$ cat src/rtl/truth_table_scanner.sv
// truth_table_scanner
//
// Sweeps every input combination 0..2^N_IN-1 in ascending order onto `vec`,
// waits SETTLE cycles for the combinational function under test to settle,
// samples its output `f` into `table_out[vec]`, and counts the 1 entries.
//
// Handshake: `start` is a request sampled only while IDLE; a scan cannot be
// queued or restarted while `busy` is high. Completion is reported by a
// one-cycle `done` pulse, and `table_out`/`ones_cnt` are valid in that cycle
// and hold until the next accepted `start` or `rst`.
//
// Ports
//   clk        in   rising-edge clock
//   rst        in   synchronous active-high reset (wins over start)
//   start      in   scan request, sampled only in IDLE
//   f          in   output of the function under test (combinational of vec)
//   vec        out  registered vector driven to the function, vec[N_IN-1] = MSB
//   busy       out  high while a scan is in progress
//   done       out  one-cycle pulse when the table is complete
//   table_out  out  table_out[i] = f(vec = i)
//   ones_cnt   out  number of 1 entries in table_out, 0..2^N_IN
//   state_dbg  out  current FSM state (0 = IDLE, 1 = SCAN)
module truth_table_scanner #(
    parameter int N_IN   = 4,
    parameter int SETTLE = 1
) (
    input  logic                   clk,
    input  logic                   rst,
    input  logic                   start,
    input  logic                   f,
    output logic [N_IN-1:0]        vec,
    output logic                   busy,
    output logic                   done,
    output logic [(1<<N_IN)-1:0]   table_out,
    output logic [N_IN:0]          ones_cnt,
    output logic                   state_dbg
);

    localparam int TBL_W  = 1 << N_IN;
    localparam int ONES_W = N_IN + 1;
    // The counter only has to reach SETTLE-1; keep at least one bit.
    localparam int CNT_W  = (SETTLE > 1) ? $clog2(SETTLE) : 1;

    localparam logic [N_IN-1:0]  VEC_LAST   = '1;
    localparam logic [CNT_W-1:0] CNT_SAMPLE = CNT_W'(SETTLE - 1);

    typedef enum logic {
        ST_IDLE = 1'b0,
        ST_SCAN = 1'b1
    } state_e;

    state_e             state_q, state_d;
    logic [N_IN-1:0]    vec_q, vec_d;
    logic               busy_q, busy_d;
    logic               done_q, done_d;
    logic [TBL_W-1:0]   table_q, table_d;
    logic [ONES_W-1:0]  ones_q, ones_d;
    logic [CNT_W-1:0]   cnt_q, cnt_d;

    always_ff @(posedge clk) begin
        if (rst) begin
            state_q <= ST_IDLE;
            vec_q   <= '0;
            busy_q  <= 1'b0;
            done_q  <= 1'b0;
            table_q <= '0;
            ones_q  <= '0;
            cnt_q   <= '0;
        end else begin
            state_q <= state_d;
            vec_q   <= vec_d;
            busy_q  <= busy_d;
            done_q  <= done_d;
            table_q <= table_d;
            ones_q  <= ones_d;
            cnt_q   <= cnt_d;
        end
    end

    always_comb begin
        state_d = state_q;
        vec_d   = vec_q;
        busy_d  = busy_q;
        done_d  = 1'b0;          // done is a single-cycle pulse
        table_d = table_q;
        ones_d  = ones_q;
        cnt_d   = cnt_q;

        unique case (state_q)
            ST_IDLE: begin
                if (start) begin
                    state_d = ST_SCAN;
                    busy_d  = 1'b1;
                    vec_d   = '0;
                    table_d = '0;
                    ones_d  = '0;
                    cnt_d   = '0;
                end
            end
            ST_SCAN: begin
                if (cnt_q == CNT_SAMPLE) begin
                    table_d[vec_q] = f;
                    ones_d         = ones_q + ONES_W'(f);
                    cnt_d          = '0;
                    vec_d          = vec_q + N_IN'(1);  // wraps to 0 after the last vector
                    if (vec_q == VEC_LAST) begin
                        state_d = ST_IDLE;
                        busy_d  = 1'b0;
                        done_d  = 1'b1;
                    end
                end else begin
                    cnt_d = cnt_q + CNT_W'(1);
                end
            end
            default: begin
                state_d = ST_IDLE;
            end
        endcase
    end

    assign vec       = vec_q;
    assign busy      = busy_q;
    assign done      = done_q;
    assign table_out = table_q;
    assign ones_cnt  = ones_q;
    assign state_dbg = state_q;

endmodule

$ cat config.mk
export PLATFORM = sky130hd
export DESIGN_NAME = truth_table_scanner
export DESIGN_NICKNAME = d
export VERILOG_FILES = /design/src/rtl/truth_table_scanner.sv
export SDC_FILE = /design/constraint.sdc
export NUM_CORES = 1
export LEC_CHECK = 0
export ABC_AREA = 1
export BUFFER_PORTS_ARGS = -buffer_cell sky130_fd_sc_hd__buf_2
export CAP_MARGIN = 10
export CORE_ASPECT_RATIO = 0.9
export CORE_MARGIN = 2
export CORE_UTILIZATION = 40
export CTS_CLUSTER_SIZE = 16
export DETAILED_ROUTE_END_ITERATION = 7
export PLACE_DENSITY = 0.68
export SLEW_MARGIN = 20
export SYNTH_ARGS = -nofsm -noshare
export SYNTH_HDL_FRONTEND = slang
export SYNTH_SLANG_ARGS = --single-unit
$ cat constraint.sdc
create_clock -name clk -period 1.2 [get_ports clk]
set_input_delay 0.24 -clock clk [delete_from_list [all_inputs] [get_ports clk]]
set_output_delay 0.24 -clock clk [all_outputs]
set_load 0.02 [all_outputs]
==> impl_metrics.csv, run 1 <==
group,metric,value,unit
cts,hold_buffers,0,
sta,maxSlewViolCount,0,
cts,clock_sinks,28,
detailed_routing,avgViaCountPerCell,4.46,
cts,clkTransAtPathRegs,0.09,ns
yosys,syn_nets,224,
setup_path,crit_path_start_kind,"register",
sta,post-route-period-util,0.965,
sta,hold_violations,0,
setup_path,crit_family,"flip-flops",
power,leakage,0.860,nW
floorplanning,rows,20,
yosys,synth_edf_count,0,
detailed_routing,num_vias,1338,
yosys,synth_top_area_frac,0.411,
yosys,synth_area_leaders,"dfxtp_1 (41%), nor2_1 (19%), nand2_1 (16%), inv_1 (5.8%), ha_1 (5.5%)",
yosys,synth_top_area_cell,"dfxtp_1",
final_layout,diodes,0,
sta,post-route-min-period,1.16,ns
detailed_routing,wl_per_cell,9.95,um
cts,numCtsBuffers,3,
final_layout,fin_nets,267,
sta,rsz0062_at_grt,"no",
global_routing,grt_usage,0.166,
sta,fmax,0.864,GHz
setup_path,slowest_delay,0.35,ns
place,hpwl,2240,um
global_routing,grt_pass1_wl,4880,um
cts,clock_latency,0.27,ns
run,cap_violations,0,
floorplanning,die_area,3890,um2
setup_path,path_cells,"buf_4 -> buf_2",
yosys,netlist_instances,214,
yosys,ys_seq_elements,28,
run_status,outcome,"finished clean",
yosys,yosys_warnings,0,
global_routing,grt_pass1_vias,1090,
setup_path,worstSetupStartpoint,"vec[2]$_SDFFE_PP0P_",
yosys,syn_avg_cell_area,6.37,um2
global_routing,grt_start_max_net_pins,16,
detailed_routing,post-route-drc-count,0,
sta,tns,0,ns
detailed_routing,drtAntennaViolNets,0,
detailed_routing,drt_wl_total,2990,um
detailed_routing,first_pass_iters,4,
detailed_routing,drt-initial-drc-count,48,
global_routing,grt_overflow,0,
power,total_power,1.72,mW
sta,slew_headroom,0.790,
final_layout,area_growth,27.2,%
setup_path,cp.arrival,0.92,ns
yosys,ys.flop_type,"dfxtp_1",
setup_path,path_max_fanout,5,
worst_hold_path,hp-start,"rst",
yosys,synthArstFlopShare,0,
setup_path,worstPathRequired,0.96,ns
power,power_density,994,nW/um2
global_routing,antenna_found_initial,0,
cts,htree_levels,1,
yosys,synth_area,1360,um2
yosys,ys_types,15,
floorplanning,core_area,3330,um2
place,globalplace.congestion,0.812,
floorplanning,io_pins,32,
setup_path,path_class,"register to output port",
place,io_buffers,31,
yosys,synth.most_common_cell,"nor2_1",
floorplanning,dieHeight,59.4,um
floorplanning,initial_core_util,0.410,
setup_path,rr_startpoint,"state_dbg$_SDFF_PP0_",
setup_path,critPathCaptureType,"output port",
cts,cts_tree,"yes",
sta,fin_skew,0.00384,ns
sta,worst_pin_slew,0.314,ns
final_layout,drive_above_1_share,0.266,
sta,finalSetupViolCount,0,
cts,cts_root_buf,"clkbuf_8",
yosys,synthTopCellsByCount,"nor2_1 (68), nand2_1 (59), dfxtp_1 (28), inv_1 (21), nand3_1 (13)",
power,vdd_drop_max,593,uV
cts,clockBufferDepth,2,
setup_path,cpMaxStageDelayCell,"dfxtp_2",
sta,fin_hold_ws,0.189,ns
floorplanning,die_w,65.6,um
yosys,seq_area_frac_synth,0.411,
worst_hold_path,hold_class,"primary input to register",
setup_path,worstPathBufferInverterCount,2,
sequential cells by signal, summed over array words and instances, names as in the netlist:
signal and flops:
done 1, vec 4, state_dbg 1, ones_cnt 5
table_out 16, busy 1
worst register-to-register path: cells and delay by family, from the launching register on:
kind | cells | cell delay [ns]
buffers and inverters | 3 | 0.39
and+or+nand+nor | 4 | 0.28
DFF | 1 | 0.36
power by group:
| group | switching [mW] | internal (mW) |
|---|---|---|
| clock | 0.284 | 0.294 |
| sequential | 0.0123 | 0.941 |
| combinational | 0.124 | 0.0705 |
routing by layer:
layer / part of all wire / GRT usage / up-vias
met1: 0.52 / 0.230 / 583
met5: 0 / 0 / -
met3: 0.040 / 0.0437 / 5
met2: 0.42 / 0.252 / 22
met4: 0.015 / 0.0536 / 0
li1: - / - / 728
kinds of logic (layout without fill, tap and decap cells):
group | Yosys count | after routing | synth area share
adders and majority gates | 6 | 6 | 0.0550
AOI/OAI and AO/OA | 7 | 7 | 0.0257
and+or+nand+nor | 144 | 144 | 0.419
buffers and inverters | 29 | 71 | 0.0890
DFF | 28 | 28 | 0.411
per-stage QoR:
stage,instance area [um2],setup slack [ns],utilization,cells
finish,1740,0.0422,0.521,300
CTS,1690,0.0181,0.508,299
global route,1740,0.000568,0.521,300
global placement,1620,0.0591,0.486,294
floorplan,1370,0.0538,-,214
detailed placement,1620,0.0266,0.486,294
repair_timing:
item	in CTS	in global routing
setup buffers	1	1
pin swaps	0	2
setup endpoints to repair	2	17
hold endpoints to repair	0	0
resized for setup	4	17
final cells by class:
type | instances | area, um2
multi-input cells | 157 | 699
well taps | 44 | 55.1
fillers | 362 | 1590
clock buffers | 4 | 55.1
repair buffers | 42 | 251
flip-flops and latches | 28 | 576
inverters | 25 | 98.8
layout by cell type, fill, tap and decap left out, drive strengths merged:
master	n
nand3	13
nor2	68
clkbuf	4
ha	6
buf	42
a21oi	5
nand2	62
nand4	1
inv	25
dfxtp	28
o21ai	2
path summary, 6_finish.rpt:
kind | depth (start not counted) | slack (ns) | end
max | 2 | 0.04 | vec[2]
min | 2 | 0.19 | vec[1]$_SDFFE_PP0P_
max reg2reg | 7 | 0.08 | table_out[6]$_SDFFE_PP0P_
min reg2reg | 2 | 0.48 | table_out[15]$_SDFFE_PP0P_
Note: power is estimated with default switching activity, not from simulation.
==> inputs of run 2 (changes only) <==
--- a/config.mk
+++ b/config.mk
@@ -13,7 +13,7 @@
 export CORE_UTILIZATION = 40
 export CTS_CLUSTER_SIZE = 16
 export DETAILED_ROUTE_END_ITERATION = 7
-export PLACE_DENSITY = 0.68
+export PLACE_DENSITY = 0.66
 export SLEW_MARGIN = 20
 export SYNTH_ARGS = -nofsm -noshare
 export SYNTH_HDL_FRONTEND = slang
==> run 2 against run 1 <==
Die area unchanged; global-route usage about the same; sequential power about the same; non-clock buffer count up 3; setup slack worse by 0.0084 ns; maximum frequency down 0.72%; power up 9.4%; critical path depth unchanged; routed wire length down 0.47%; register-to-register slack about the same; clock power up 27%; via count about the same; highest routed layer unchanged.
==> impl_metrics.csv, run 2 (synthesis results as in run 1) <==
group,metric,value,unit
run_status,outcome,"finished clean",
worst_hold_path,whs_path_depth,2,
floorplanning,dieHeight,59.4,um
sta,fin_skew,0.00430,ns
detailed_routing,wl_per_cell,9.81,um
final_layout,fin_nets,270,
sta,maxSlewViolCount,0,
sta,rsz0062_at_grt,"yes",
cts,cts_root_buf,"clkbuf_8",
sta,post-route-period-util,0.972,
global_routing,grt_pass1_wl,4930,um
detailed_routing,num_vias,1337,
final_layout,final_core_util,0.541,
sta,slew_headroom,0.786,
place,globalplace.congestion,0.887,
power,vdd_drop_max,718,uV
cts,numCtsBuffers,3,
cts,clock_latency,0.28,ns
global_routing,top_usage_layer,"met2",
final_layout,drive_above_1_share,0.290,
floorplanning,die_area,3890,um2
global_routing,grt_usage,0.166,
cts,clockBufferDepth,2,
run,cap_violations,0,
place,hpwl,2200,um
floorplanning,rows,20,
global_routing,met2_usage,0.271,
sta,finalSetupViolCount,0,
cts,clock_sinks,28,
sta,post-route-min-period,1.17,ns
global_routing,antenna_found_initial,0,
place,io_buffers,31,
setup_path,critPathCaptureType,"output port",
power,total_power,1.89,mW
final_layout,fin_area,1800,um2
final_layout,mostFrequentLayoutCell,"nor2_1",
cts,hold_buffers,0,
setup_path,crit_path_start_kind,"register",
sta,worst_pin_slew,0.320,ns
sta,tns,0,ns
setup_path,path_max_fanout,7,
setup_path,path_class,"register to output port",
global_routing,grt_overflow,0,
global_routing,use_met3,0.0399,
cts,clkTransAtPathRegs,0.09,ns
detailed_routing,drt-initial-drc-count,48,
place,place_area,1620,um2
final_layout,diodes,0,
detailed_routing,drtAntennaViolNets,0,
cts,htree_levels,1,
detailed_routing,avgViaCountPerCell,4.41,
final_layout,layout_common_cells,"nor2_1 (66), nand2_1 (55), buf_2 (28)",
final_layout,area_growth,32.1,%
detailed_routing,first_pass_iters,4,
setup_path,r2r_cells,8,
setup_path,worstPathRequired,0.96,ns
final_layout,largest_register_ffs,16,
floorplanning,die_w,65.6,um
floorplanning,io_pins,32,
sta,fmax,0.857,GHz
power,power_density,1050,nW/um2
sta,hold_violations,0,
detailed_routing,drt_wl_total,2970,um
floorplanning,core_area,3330,um2
cts,cts_tree,"yes",
power,leakage,0.879,nW
detailed_routing,post-route-drc-count,0,
worst_hold_path,hold_class,"primary input to register",
global_routing,use_met1,0.218,
global_routing,grt_pass1_vias,1131,
global_routing,grt_start_max_net_pins,17,
setup_path,cp.arrival,0.93,ns
floorplanning,initial_core_util,0.410,
run 2: final cells by class:
type,count,area (um2)
fill,344,1530
multi-input combinational,157,719
sequential,28,578
timing repair buffer,45,279
inverter,25,98.8
tap,44,55.1
clock buffer,3,41.3
clock inverter,1,30.0
run 2: repair_timing:
item	CTS	global route
setup endpoints to repair	3	13
setup buffers	0	5
gates cloned	0	0
pin swaps	0	5
gates resized for setup	5	24
run 2: final timing paths:
kind | end | startpoint | slack [ns]
max | state_dbg | state_dbg$_SDFF_PP0_ | 0.03
min | vec[1]$_SDFFE_PP0P_ | rst | 0.19
max reg2reg | table_out[14]$_SDFFE_PP0P_ | vec[1]$_SDFFE_PP0P_ | 0.08
min reg2reg | table_out[15]$_SDFFE_PP0P_ | table_out[15]$_SDFFE_PP0P_ | 0.48
run 2: worst max-delay path: stages, from the launching register on:
cell and delay (ns):
dfxtp_4 0.37, buf_6 0.13, buf_4 0.15
run 2: where the power goes:
group,internal [mW],switching [mW]
registers,0.939,0.0139
logic,0.0758,0.125
clock network,0.447,0.287
run 2: metal layers:
metal | routed length [um] | part of all wire
met1 | 1560 | 0.53
met2 | 1270 | 0.43
met3 | 100 | 0.034
met4 | 40 | 0.013
met5 | 0 | 0
run 2: metrics by stage:
stage	setup slack, ns	std cells	hold WS, ns
floorplan	0.0538	214	0.302
global placement	0.0311	294	0.461
detailed placement	0.0120	294	0.459
CTS	-0.00935	298	0.173
global route	-0.0156	303	0.190
finish	0.0338	303	0.191
